===== config.mk =====
export PLATFORM = sky130hd
export DESIGN_NAME = lamp_press_arbiter
export DESIGN_NICKNAME = d
export VERILOG_FILES = /design/src/rtl/lamp_press_arbiter.sv
export SDC_FILE = /design/constraint.sdc
export NUM_CORES = 1
export LEC_CHECK = 0
export CORE_MARGIN = 2
export CORE_UTILIZATION = 48
export CTS_BUF_LIST = sky130_fd_sc_hd__clkbuf_8
export CTS_CLUSTER_DIAMETER = 60
export DETAILED_ROUTE_END_ITERATION = 7
export GPL_ROUTABILITY_DRIVEN = 1
export PLACE_DENSITY = 0.86
export SLEW_MARGIN = 15
export SYNTH_ARGS = -nofsm -noshare
export SYNTH_HDL_FRONTEND = slang
export SYNTH_SLANG_ARGS = --single-unit

===== constraint.sdc =====
create_clock -name clk -period 1.6 [get_ports clk]
set_input_delay 0.32 -clock clk [delete_from_list [all_inputs] [get_ports clk]]
set_output_delay 0.32 -clock clk [all_outputs]
set_load 0.02 [all_outputs]

===== src/rtl/lamp_press_arbiter.sv =====
`default_nettype none
// ============================================================================
// Module   : lamp_press_arbiter
// Purpose  : Round-robin sharing of the single lamp push-button among N_REQ
//            requesters. For each granted requester the block drives one
//            clean press/release pulse on btn, then checks that the lamp
//            output toggled and acknowledges the requester with done.
// Revision : 1.0 - initial release
// ----------------------------------------------------------------------------
// Ports
//   clk      in   1      rising-edge clock
//   reset    in   1      asynchronous active-high reset
//   req      in   N_REQ  level requests, bit i = requester i wants a toggle
//   lamp_l   in   1      lamp output L fed back for the toggle check
//   btn      out  1      registered button drive to the lamp
//   grant    out  N_REQ  one-hot requester being served, 0 when idle
//   done     out  N_REQ  one-cycle pulse on the served bit at end of service
//   busy     out  1      high whenever the FSM is not idle
//   err      out  1      sticky flag: a service finished without an L toggle
//   clr_err  in   1      synchronous clear of err (a new failure wins)
// ============================================================================
module lamp_press_arbiter #(
  parameter int N_REQ          = 4,
  parameter int PRESS_CYCLES   = 2,
  parameter int RELEASE_CYCLES = 2
) (
  input  logic             clk,
  input  logic             reset,
  input  logic [N_REQ-1:0] req,
  input  logic             lamp_l,
  input  logic             clr_err,
  output logic             btn,
  output logic [N_REQ-1:0] grant,
  output logic [N_REQ-1:0] done,
  output logic             busy,
  output logic             err
);

  // --------------------------------------------------------------------------
  // Sizing
  // --------------------------------------------------------------------------
  localparam int MAX_CYC = (PRESS_CYCLES > RELEASE_CYCLES) ? PRESS_CYCLES
                                                          : RELEASE_CYCLES;
  localparam int CNT_W   = $clog2(MAX_CYC) + 1;
  localparam int RR_W    = $clog2(N_REQ);

  localparam logic [CNT_W-1:0] CNT_ONE      = CNT_W'(1);
  localparam logic [CNT_W-1:0] PRESS_LAST   = CNT_W'(PRESS_CYCLES - 1);
  localparam logic [CNT_W-1:0] RELEASE_LAST = CNT_W'(RELEASE_CYCLES - 1);
  localparam logic [RR_W-1:0]  RR_ONE       = RR_W'(1);
  localparam logic [RR_W-1:0]  RR_LAST      = RR_W'(N_REQ - 1);
  // One extra bit so rr + offset never overflows before the wrap subtract.
  localparam logic [RR_W:0]    N_REQ_EXT    = (RR_W+1)'(N_REQ);

  // --------------------------------------------------------------------------
  // State encoding
  // --------------------------------------------------------------------------
  typedef enum logic [1:0] {
    IDLE    = 2'd0,
    PRESS   = 2'd1,
    RELEASE = 2'd2,
    CHECK   = 2'd3
  } state_t;

  state_t           state, state_n;
  logic [CNT_W-1:0] cnt, cnt_n;
  logic [RR_W-1:0]  rr, rr_n;
  logic             l_before, l_before_n;
  logic             btn_n;
  logic [N_REQ-1:0] grant_n;
  logic [N_REQ-1:0] done_n;
  logic             busy_n;
  logic             err_n;

  // --------------------------------------------------------------------------
  // Round-robin winner search
  // Scans offsets from the highest down to zero so that the smallest offset
  // from the rr pointer (i.e. the first set bit at or after rr, with wrap)
  // is the last one written and therefore wins.
  // --------------------------------------------------------------------------
  logic [RR_W:0]   search_idx;
  logic [RR_W-1:0] winner;
  logic            any_req;

  always_comb begin
    search_idx = '0;
    winner     = '0;
    any_req    = |req;
    for (int i = N_REQ - 1; i >= 0; i--) begin
      search_idx = {1'b0, rr} + (RR_W+1)'(i);
      if (search_idx >= N_REQ_EXT) begin
        search_idx = search_idx - N_REQ_EXT;
      end
      if (req[search_idx[RR_W-1:0]]) begin
        winner = search_idx[RR_W-1:0];
      end
    end
  end

  // --------------------------------------------------------------------------
  // State and output registers. Every output is registered, so an async
  // reset drops btn/grant/busy immediately and suppresses any pending done.
  // --------------------------------------------------------------------------
  always_ff @(posedge clk or posedge reset) begin
    if (reset) begin
      state    <= IDLE;
      cnt      <= '0;
      rr       <= '0;
      l_before <= 1'b0;
      btn      <= 1'b0;
      grant    <= '0;
      done     <= '0;
      busy     <= 1'b0;
      err      <= 1'b0;
    end else begin
      state    <= state_n;
      cnt      <= cnt_n;
      rr       <= rr_n;
      l_before <= l_before_n;
      btn      <= btn_n;
      grant    <= grant_n;
      done     <= done_n;
      busy     <= busy_n;
      err      <= err_n;
    end
  end

  // --------------------------------------------------------------------------
  // Next-state and next-output logic
  // --------------------------------------------------------------------------
  always_comb begin
    state_n    = state;
    cnt_n      = cnt;
    rr_n       = rr;
    l_before_n = l_before;
    btn_n      = btn;
    grant_n    = grant;
    done_n     = '0;
    // A failure detected in CHECK below overrides this clear.
    err_n      = err & ~clr_err;

    case (state)
      IDLE: begin
        btn_n   = 1'b0;
        grant_n = '0;
        if (any_req) begin
          grant_n         = '0;
          grant_n[winner] = 1'b1;
          l_before_n      = lamp_l;
          btn_n           = 1'b1;
          cnt_n           = '0;
          rr_n            = (winner == RR_LAST) ? '0 : winner + RR_ONE;
          state_n         = PRESS;
        end
      end

      PRESS: begin
        btn_n = 1'b1;
        if (cnt == PRESS_LAST) begin
          btn_n   = 1'b0;
          cnt_n   = '0;
          state_n = RELEASE;
        end else begin
          cnt_n = cnt + CNT_ONE;
        end
      end

      RELEASE: begin
        btn_n = 1'b0;
        if (cnt == RELEASE_LAST) begin
          done_n  = grant;
          state_n = CHECK;
        end else begin
          cnt_n = cnt + CNT_ONE;
        end
      end

      CHECK: begin
        // L has settled by now; an unchanged L means the press was lost.
        btn_n = 1'b0;
        if (lamp_l == l_before) begin
          err_n = 1'b1;
        end
        grant_n = '0;
        state_n = IDLE;
      end

      default: begin
        btn_n   = 1'b0;
        grant_n = '0;
        state_n = IDLE;
      end
    endcase

    busy_n = (state_n != IDLE);
  end

endmodule
`default_nettype wire


Yosys cells after proc, flatten, opt, wreduce, memory -nomap -nowiden
Index checks and enable logic that the tools add are counted.
{"block": "totals", "regBits": 18, "inputBits": 8, "output_inout_bits": 11, "word_cells": 83}
{"block": "op_classes", "addsub": 9, "n_lt_le_gt_ge": 10, "eq_ne": 8, "mux": 36, "bitwise": 2, "reduce_logical": 9}
{"op": "2-bit two-way mux", "count": 15}
{"op": "2-bit by 3-bit less-than comparator with 1-bit output, second input constant", "count": 5}
{"op": "4-bit two-way mux", "count": 3}
{"op": "3-bit greater-or-equal comparator, second input constant", "count": 3}
{"op": "1-bit two-way mux", "count": 9}
{"op": "1-bit binary-select mux with 2-bit select", "count": 4}
{"op": "2-bit case mux with 4 select lines", "count": 1}
{"op": "4-bit case mux with 2 select lines", "count": 1}
{"op": "2-bit by 1-bit subtractor with 2-bit output, second input constant", "count": 4}
{"op": "2-bit by 2-bit adder with 3-bit output, second input constant", "count": 2}
{"op": "2-bit equality test, second input constant", "count": 3}
{"op": "2-bit case mux with 3 select lines", "count": 1}
{"op": "2-bit by 1-bit adder with 2-bit output, second input constant", "count": 2}
{"op": "2-bit by 1-bit equality test with 1-bit output, second input constant", "count": 2}
{"op": "2-bit != test, second input constant", "count": 2}
{"op": "2-bit nonzero test", "count": 2}
{"op": "4-bit OR reduction", "count": 1}
{"op": "2-bit by 1-bit adder with 3-bit output, second input constant", "count": 1}
{"op": "2-bit by 3-bit greater-or-equal comparator with 1-bit output, second input constant", "count": 1}
{"op": "1-bit case mux with 3 select lines", "count": 1}
{"op": "3-bit AND reduction", "count": 1}
{"op": "3-bit nonzero test", "count": 1}
{"op": "1-bit demux with 2-bit select", "count": 1}
{"op": "2-bit by 1-bit greater-or-equal comparator with 1-bit output, second input constant", "count": 1}
{"op": "7 further kinds", "count": 7}

Logic depth before layout (Yosys ltp)
{"block": "logic_depth", "word_depth": 15, "mapped_depth": 6, "mapped_depth_nobuf": 6}

Least setup slack after synthesis
No wires, ideal clock.
{"block": "synth_path", "path_kind": "register to register", "start": "register rr[1]", "end": "register rr[1]", "setup_time_ns": 0.127, "arrival_ns": 1.412, "required_time_ns": 1.473, "path_slack_ns": 0.060, "stages_incl_launch_ff": 6, "path_buffers": 0, "period_less_slack_ns": 1.540, "path_cell_list": "dfrtp_1 -> nand2b_1 -> a31oi_1 -> and2_1 -> ha_1 -> mux2_1"}
{"block": "synth_between", "elab_chain_len": 11, "elab_cells_between_ends": 30, "classes_between": "add/sub: 8; order compare: 4; eq/ne: 1; mux: 17"}
{"element": "from (decl)", "line_no": "67", "source": "logic [RR_W-1:0] rr, rr_n;"}
{"element": "from (signal assigned)", "line_no": "118", "source": "rr <= rr_n;"}
{"element": "2-bit by 2-bit adder with 3-bit output", "line_no": "90", "source": "search_idx = {1'b0, rr} + (RR_W+1)'(i);"}
{"element": "3-bit greater-or-equal comparator / 2-bit by 1-bit subtractor with 2-bit output (equally long branches)", "line_no": "91, 92"}
{"element": "2-bit two-way mux", "line_no": "91", "source": "if (search_idx >= N_REQ_EXT) begin"}
{"element": "1-bit binary-select mux with 2-bit select", "line_no": "94", "source": "if (req[search_idx[RR_W-1:0]]) begin"}
{"element": "1-bit two-way mux (not written as such)", "line_no": "94"}
{"element": "2-bit two-way mux (3 in a row)", "line_no": "94"}
{"element": "2-bit two-way mux (*)", "line_no": "94"}
{"element": "2-bit by 1-bit adder with 2-bit output / 2-bit equality test (equally long branches)", "line_no": "152", "source": "rr_n = (winner == RR_LAST) ? '0 : winner + RR_ONE;"}
{"element": "2-bit two-way mux (*)", "line_no": "152"}
Every way passes the cells marked *; elsewhere a longest branch is shown, timed or not. The select of a mux whose other input is x is not followed.
A chain may end at the register's enable or synchronous reset.

Worst setup path after layout
Ends and elaborated chain as after synthesis.

==> metrics.md <==
| Metric | Value |
|---|---|
| Yosys warning count | `0` |
| H-tree Lvls | `1` |
| Die W | `roughly 50 um` |
| Avg Cell Area, Syn | `10.8 sq um` |
| EDFF count, synth | `0` |
| Flop pwr share | `0.310` |
| Leak | `0.675 nW` |
| Critical path startpoint category | `register` |
| Critical path, cell by cell | `a21boi_1 > o32a_1 > ha_1 > mux2_1` |
| Endpoint class of the critical path | `register` |
| Ant. Diodes | `0` |
| CTS tree | `yes` |
| Register bit total from synthesis | `18` |
| DRT antenna net count | `0` |
| Clk pwr share | `0.162` |
| Post-Syn Area | `1030 sq um` |
| Min cycle time layout | `around 1600 ps` |
| DR vias/cell | `about 5.4` |
| Sw Pwr | `0.000881 W` |
| Worst skew pair latency | `~250 ps` |
| Starting Density | `0.516` |
| Power Density | `about 1600 nW/um^2` |
| Top-Level Pins | `19` |
| Top cells by area, synth | `dfrtp_1 44%, ha_1 15%, nor2b_1 3.6%` |
| RSZ-0062 raised after global routing | `yes` |
| First-pass GRT wire length | `3590 um` |
| Combinational group share of total power | `0.528` |
| Row cnt | `16` |
| P&R area growth vs syn | `36.3%` |
| Core Region | `approximately 2000 sq um` |
| Min-Delay Path Class | `primary input to asynchronous set/reset pin` |
| Sequential share of the synthesized area | `0.436` |
| MaxCap Viol Count | `0` |
| Setup CP Type | `register to register` |
| Post-DP HPWL | `between 1500 and 2000 um` |
| GRT overflow | `0` |
| Cells after Synth | `96` |
| Syn_nets | `116` |
| Max Buffers Root-to-Sink | `2` |
| Post-layout net count | `between 100 and 150` |
| Violated checks | `setup timing` |
| DRC | `0` |
| Peak per-stage delay on the critical path | `430 ps` |
| Worst Tran Pin Value | `around 560 ps` |
| Fin. max-slew vios | `0` |
| Detailed Route Iter0 Violations | `8` |
| Placer congestion estimate | `roughly 0.86` |
| Min Hold Slack | `between 300 and 400 ps` |
| Switching Fraction | `0.383` |
| Asr flop ratio synth | `1.00` |
| Worst VDD drop | `roughly 0.0010 V` |
| Die Y | `a little over 50 um` |
| CTS buffer count | `3` |
| Final Util | `0.704` |
| WP data arrival | `roughly 1800 ps` |
| TNS Setup | `-28.1 ps` |
| Root cell of the clock tree | `clkbuf_8` |
| Die area | `approximately 2500 sq um` |
| First drt pass iteration count | `4` |
| Vias | `838` |
| Run status | `finished, violations left` |
| Synth cell count leaders | `18 x dfrtp_1, 12 x ha_1, 7 x inv_1` |
| Cell variety after synth | `35` |
| Initial antenna violation count | `0` |
| Count leader, synth | `dfrtp_1` |
| WP data required | `approximately 1700 ps` |
| Most common flop cell mapped by yosys | `dfrtp_1` |
| Worst Skew | `about 2.1 ps` |
| Tcrit/Tclk final | `1.02` |
| Worst Path Max Fanout | `6` |
| Slew HR | `0.621` |
| Tot GR Track Use | `0.189` |
| Int Power | `roughly 0.0014 W` |
| Post-synth top area cell | `dfrtp_1` |
| Routed wire length | `~2100 um` |
| Layout cells sized above 1 | `0.195` |
| Port bufs | `18` |
| Placed Area | `roughly 1300 sq um` |
| Top-area cell type share of the netlist area | `0.436` |
| Vias in the first global route | `between 800 and 900` |
| Clk slew on worst S/H paths | `~70 ps` |
| Worst path slowest cell | `dfrtp_1` |
| Clk sinks | `18` |
| DR WL/cell | `roughly 14 um` |
| Cell area after layout | `1410 sq um` |
| FMAX | `between 600 and 700 MHz` |
| Largest net degree at the start of global routing | `19` |
| Final Hold Vio Count | `0` |
| Final number of setup-violating endpoints | `1` |
| Final WS setup | `-28.1 ps` |
| Fill cells | `between 150 and 200` |
-- power groups by stage --
stage	Combinational, W	Sequential (W)	Clock [W]
after floorplan	0.000671	0.000786	0
after global placement	0.00108	0.000699	0
after detailed placement	0.00113	0.000707	0
after CTS	0.00119	0.000710	0.000383
after global routing	0.00135	0.000731	0.000399
final	0.00122	0.000714	0.000373
-- per-stage QoR --
step / std cells / setup WS [ps] / power, W
floorplan: 96 / 60.3 / 0.00146
global placement: 149 / -370 / 0.00177
detailed placement: 149 / -460 / 0.00183
CTS: 155 / -33.7 / 0.00229
global route: 155 / -76.9 / 0.00248
finish: 155 / -28.1 / 0.00230
-- layer usage --
layer | part of all wire | track usage | vias up | wire, um
li1 | - | - | 408 | -
met1 | 0.39 | 0.197 | 405 | 827
met2 | 0.55 | 0.368 | 21 | 1180
met3 | 0.036 | 0.0268 | 4 | 77
met4 | 0.017 | 0.0811 | 0 | 37
met5 | 0 | 0 | - | 0
-- worst paths after layout --
kind | start | endpoint | slack (ps) | depth (start not counted)
worst max-delay path | rr[1] | rr[1] | -30 | 4
worst min-delay path | reset | cnt[0] | 390 | 3
worst max register to register | rr[1] | rr[1] | -30 | 4
worst min register to register | l_before | l_before | 520 | 1
max in group asynchronous | reset | rr[0] | 1010 | 3
min in group clk | l_before | l_before | 520 | 1
-- final cells by class --
type | count | area (sq um) | area share
Sequential cell | 18 | 452 | 0.321
Multi-Input combinational cell | 68 | 569 | 0.404
Inverter | 7 | 26.3 | 0.0187
Clock buffer | 4 | 55.1 | 0.0391
Tap cell | 27 | 33.8 | 0.0240
Timing Repair Buffer | 31 | 273 | 0.194
-- repair_timing --
| item | CTS | global route |
|---|---|---|
| hold buffers | 0 | 0 |
| gates resized for setup | 8 | 2 |
| gates cloned | 0 | 0 |
| setup endpoints to repair | 10 | 6 |
| pin swaps | 1 | 0 |
| buffers inserted | 2 | 0 |
-- kinds of logic (layout without fill, tap and decap cells) --
family	Yosys count	count (layout)	share of synthesized area
AND/OR/NAND/NOR	28	28	0.160
XOR/XNOR	1	1	0.00848
AO/OA/AOI/OAI	23	23	0.170
buffers and inverters	10	42	0.0400
flip-flops	18	18	0.436
multiplexers	4	4	0.0412
adder cells (fa/ha/maj)	12	12	0.145
-- placed cells by master (no fill, tap or decap), types with 2 or more instances in the layout --
master           count
ha_1                12
a41oi_1              2
a22o_1               4
clkdlybuf4s50_1     14
dfrtp_1             17
mux2_1               2
clkbuf_8             4
o21ai_0              4
a21oi_1              2
mux2i_1              2
buf_4               13
and3_1               4
nor2b_1              6
nand2_1              4
dlygate4sd2_1        4
nor2_1               5
inv_1                7
-- sequential cells by signal, indices dropped and copies added, names as in the netlist --
name,flops
btn,1
busy,1
cnt,2
done,4
err,1
grant,4
l_before,1
rr,2
state,2
-- worst max-delay path, delay by kind of cell, from the launching register on --
family                   cells  cell delay (ps)
AO/OA/AOI/OAI                2              540
multiplexers                 1              280
adder cells (fa/ha/maj)      1              280
flip-flops                   1              430
Power figures use the tool's default switching activity.
